`src/rtl/seq_divider.sv`:
```
// Sequential restoring divider for unsigned N-bit operands.
// Start/busy/done handshake; each RUN cycle retires one quotient bit via a trial subtraction.
module seq_divider #(
  parameter int unsigned N = 4
) (
  input  logic         i_clk,
  input  logic         i_rst,
  input  logic         i_start,
  input  logic [N-1:0] i_x,
  input  logic [N-1:0] i_y,
  output logic         o_busy,
  output logic         o_done,
  output logic [N-1:0] o_q,
  output logic [N-1:0] o_r,
  output logic         o_dz
);

  localparam int unsigned CW = (N > 2) ? $clog2(N) : 1;

  typedef enum logic [1:0] {StIdle, StRun, StDone} state_e;

  state_e         r_state;
  logic [N-1:0]   r_y;
  logic [N:0]     r_p;
  logic [N-1:0]   r_qs;
  logic [CW-1:0]  r_cnt;
  logic           r_busy;
  logic           r_done;
  logic [N-1:0]   r_q;
  logic [N-1:0]   r_r;
  logic           r_dz;

  logic [2*N:0]   w_pq_sh;
  logic [N:0]     w_p_sh;
  logic [N+1:0]   w_sum;
  logic           w_cout;
  logic [N:0]     w_p_nx;
  logic [N-1:0]   w_q_nx;

  // Trial subtraction P - Y as P + ~{0,Y} + 1; carry-out set means no borrow.
  always_comb begin
    w_pq_sh = {r_p, r_qs} << 1;
    w_p_sh  = w_pq_sh[2*N:N];
    w_sum   = {1'b0, w_p_sh} + {1'b0, ~{1'b0, r_y}} + {{(N+1){1'b0}}, 1'b1};
    w_cout  = w_sum[N+1];
    w_p_nx  = w_cout ? w_sum[N:0] : w_p_sh;
    w_q_nx  = {w_pq_sh[N-1:1], w_cout};
  end

  always_ff @(posedge i_clk) begin
    if (i_rst) begin
      r_state <= StIdle;
      r_y     <= '0;
      r_p     <= '0;
      r_qs    <= '0;
      r_cnt   <= '0;
      r_busy  <= 1'b0;
      r_done  <= 1'b0;
      r_q     <= '0;
      r_r     <= '0;
      r_dz    <= 1'b0;
    end else begin
      unique case (r_state)
        StIdle, StDone: begin
          r_done <= 1'b0;
          if (i_start) begin
            if (i_y != '0) begin
              r_y     <= i_y;
              r_p     <= '0;
              r_qs    <= i_x;
              r_cnt   <= '0;
              r_busy  <= 1'b1;
              r_state <= StRun;
            end else begin
              r_q     <= '1;
              r_r     <= i_x;
              r_dz    <= 1'b1;
              r_done  <= 1'b1;
              r_state <= StDone;
            end
          end else begin
            r_state <= StIdle;
          end
        end
        StRun: begin
          r_p   <= w_p_nx;
          r_qs  <= w_q_nx;
          r_cnt <= r_cnt + 1'b1;
          if (r_cnt == CW'(N - 1)) begin
            r_busy  <= 1'b0;
            r_done  <= 1'b1;
            r_q     <= w_q_nx;
            r_r     <= w_p_nx[N-1:0];
            r_dz    <= 1'b0;
            r_state <= StDone;
          end
        end
        default: r_state <= StIdle;
      endcase
    end
  end

  assign o_busy = r_busy;
  assign o_done = r_done;
  assign o_q    = r_q;
  assign o_r    = r_r;
  assign o_dz   = r_dz;

endmodule

```
`config.mk`:
```
export PLATFORM = sky130hd
export DESIGN_NAME = seq_divider
export DESIGN_NICKNAME = d
export VERILOG_FILES = /design/src/rtl/seq_divider.sv
export SDC_FILE = /design/constraint.sdc
export NUM_CORES = 1
export LEC_CHECK = 0
export CORE_ASPECT_RATIO = 2
export CORE_MARGIN = 4
export CORE_UTILIZATION = 46
export CTS_CLUSTER_DIAMETER = 40
export DETAILED_ROUTE_END_ITERATION = 16
export PLACE_DENSITY = 0.82
export SETUP_SLACK_MARGIN = 0.2
export SLEW_MARGIN = 25
export SYNTH_ARGS = -nofsm -noshare
export SYNTH_HDL_FRONTEND = slang
export SYNTH_SLANG_ARGS = --single-unit
```
`constraint.sdc`:
```
create_clock -name i_clk -period 1.92 [get_ports i_clk]
set_input_delay 0.384 -clock i_clk [delete_from_list [all_inputs] [get_ports i_clk]]
set_output_delay 0.384 -clock i_clk [all_outputs]
set_load 0.01 [all_outputs]
```
==> reports/metrics.cfg <==
[setup_path]
worstSetupPathType=reg -> reg
critPathRequiredTime_ns=2.11
timing.critical_path.arrival_ns=2.04
setup.worst_path.end_class=flop
crit_path_max_fanout=3
setup.worst_path.start_class=flop

[clock_tree]
clock_latency_on_the_worst_skew_pair_ns=0.28
holdBufCountCts=0
cts.reportedPaths.clkPinSlew_ns=0.10
clkSinkCount=27
clock_tree.root_cell=sky130_fd_sc_hd__clkbuf_8
cts_inserted_buffers=3
clk_path_buf_depth=2
clock_tree_from_tritoncts=yes
h_tree_depth=1

[global_routing]
grt_first_pass_wirelength_um=4970
gr-max-usage-layer=met2
grtUsageTotal=0.186
grt_max_degree=28
globalRouteMet1Util=0.170
globalRouteMet3Util=0.0355
grt_overflow_total=0
grt_antenna_before_repair=0
grt_pass1_vias=1183
groute.layer.met2.usage=0.346

[logic_synthesis]
synthMuxAreaShare=0.0491
syn-mean-instance-area_um2=8.92
synth_edf_count=0
parity_gate_share_of_the_synthesized_area_counting_xor_and_xnor_cells=0.00716
ys_ff_latch=27
syn-num-nets=154
synth_area_in_compound_gates=0.202
largest_family_of_logic_cells_by_synthesized_area=compound AO/OA/AOI/OAI gates
ys_types=31
ys.flop_type=sky130_fd_sc_hd__dfxtp_1
mappedNetlistArea_um2=1220
fraction_of_registers_with_async_set_reset=0
synth_simple_gate_area_frac=0.183
seq_area_frac_synth=0.442
yosysWarnings=0
syn-instance-count=137
synthesized_area_fraction_occupied_by_adder_cells=0.0676

[timing]
finalHoldViolations=0
layout_worst_path_cycle_share=0.961
fmax_mhz=542
tightest_slew_ns=0.418
whs_ns=0.431
slew_viol_final=0
worst_clock_skew_ns=0.00310
grt_setup_unrepaired=true
relative_max_transition_margin=0.721
finalCriticalPeriod_ns=1.85
setup_total_negative_slack_ns=0
timing.final.setup_violations=0

[power_and_ir_drop]
power.switching_fraction=0.305
power_leakage_nw=0.689
netSwitchingPower_w=0.000400
sequential_fraction_of_design_power=0.470
pwr-share-comb=0.268
clockPowerShare=0.263
pwr_per_cell_area_nw_per_um2=720
peakVddDrop_uv=763
power_report.internal_total_w=0.000910

[die]
core_area_um2=2540
dieWidth_um=44.5
initial_utilization=0.482
rows=26
die_height_um=80.9
fp.dieArea_um2=3600
floorplan.io_pins=22

[placement]
placed_area_um2=1540
portBuffers=21
dpl.hpwl_um=2130
gp_routability_congestion=0.806

[routing]
num_vias=1201
routedWlPerCell_um=17.5
drt.antenna.violating_nets=0
drtIter0Drc=38
routed_via_density=5.92
drt_pass1_iterations=4
drc_errors=0
totalWireLength_um=3560

[finish]
num_antenna_cells=0
final_core_utilization=0.716
flow.area_growth_from_synthesis_pct=48.7
final_nets=193
multiInputGateArea_um2=779
drive_gt1_frac=0.331
register_area_um2=549
filler_cells_inserted=191
final_cell_area_um2=1820

[status]
run_status=completed

[job]
number_of_max_capacitance_violations_reported=0

[hold_path]
hold_path_class=in -> reg

## final timing paths
kind	start	end	slack (ns)	cells past startpoint
hold / removal	i_y[1]	r_y[1]	0.43	3
hold reg to reg	o_busy	o_busy	0.46	2
setup reg to reg	r_y[1]	o_r[2]	0.07	7
setup / recovery	r_y[1]	o_r[2]	0.07	7
## cell usage in the layout, fill, tap and decap left out, drive strengths merged, types with 2 or more instances in the layout
cell | synthesis | layout
nor4 | 2 | 2
a22oi | 2 | 2
ha | 5 | 5
buf | 2 | 20
dfxtp | 27 | 27
nand2b | 3 | 3
a21oi | 12 | 12
a31oi | 3 | 3
a311oi | 4 | 4
clkdlybuf4s50 | 0 | 20
a211oi | 10 | 10
nor3 | 2 | 2
nor2 | 18 | 18
clkbuf | 6 | 4
nand3 | 2 | 2
inv | 5 | 5
nand2 | 14 | 14
nor2b | 3 | 3
mux2i | 6 | 6
o21a | 2 | 2
## cell type report
class,count,share of cell area
flip-flops and latches,27,0.302
inverters,5,0.0103
clock inverters,1,0.00413
repair buffers,42,0.213
multi-input cells,97,0.429
clock buffers,3,0.0227
well taps,28,0.0193
## worst max-delay path, stage by stage, from the launching register on
cell and delay [ns]:
sky130_fd_sc_hd__dfxtp_2 0.34, sky130_fd_sc_hd__inv_2 0.08, sky130_fd_sc_hd__ha_4 0.20, sky130_fd_sc_hd__nor2b_4 0.13, sky130_fd_sc_hd__o31a_1 0.29, sky130_fd_sc_hd__nor3_4 0.26, sky130_fd_sc_hd__a31oi_2 0.15, sky130_fd_sc_hd__a311oi_1 0.31
## registers in the layout, summed over array words and instances (netlist names)
signal   count
o_done       1
r_p          4
o_r          4
r_qs         4
o_dz         1
o_q          4
r_state      2
r_y          4
o_busy       1
r_cnt        2
## cells by family after synthesis
group,Yosys count
DFF,27
buffers and inverters,13
xor gates and xnor gates,1
and+or+nand+nor,48
adders and majority gates,6
AOI/OAI and AO/OA,36
muxes,6
## routing by layer
layer,share of wire,up-vias
li1,-,568
met4,0.041,0
met1,0.36,580
met3,0.040,15
met5,0,-
met2,0.55,38
## power by group through the flow
stage / clock network, W / logic [W] / registers, W
finish: 0.000344 / 0.000350 / 0.000615
global route: 0.000365 / 0.000374 / 0.000618
CTS: 0.000337 / 0.000280 / 0.000610
floorplan: 0 / 0.000149 / 0.000621
global placement: 0 / 0.000241 / 0.000620
detailed placement: 0 / 0.000250 / 0.000621
## per-stage QoR
step	power (W)	setup WS, ns	std cells
2_1_floorplan	0.000770	0.220	137
3_3_place_gp	0.000861	-0.0389	192
3_5_place_dp	0.000871	-0.0957	192
4_1_cts	0.00123	0.0762	198
5_1_grt	0.00136	0.0455	203
6_report	0.00131	0.0742	203
## cells in the mapped netlist (3+ instances only)
cell | count | area (µm²)
sky130_fd_sc_hd__clkbuf_1 | 6 | 22.5
sky130_fd_sc_hd__a31oi_1 | 3 | 18.8
sky130_fd_sc_hd__a311oi_1 | 3 | 26.3
sky130_fd_sc_hd__nand2_1 | 13 | 48.8
sky130_fd_sc_hd__ha_1 | 5 | 62.6
sky130_fd_sc_hd__nor2_1 | 18 | 67.6
sky130_fd_sc_hd__inv_1 | 5 | 18.8
sky130_fd_sc_hd__a211oi_1 | 10 | 75.1
sky130_fd_sc_hd__nor2b_1 | 3 | 18.8
sky130_fd_sc_hd__a21oi_1 | 12 | 60.1
sky130_fd_sc_hd__mux2i_1 | 6 | 60.1
sky130_fd_sc_hd__dfxtp_1 | 27 | 541
sky130_fd_sc_hd__nand2b_1 | 3 | 18.8
## timing repair
action	CTS	global route
endpoints found under the hold margin	0	0
pin swaps	6	10
setup endpoints to repair	10	13
cloned	0	0
buffers inserted	2	5
gates resized for setup	11	25
(Power assumes the default switching activity.)
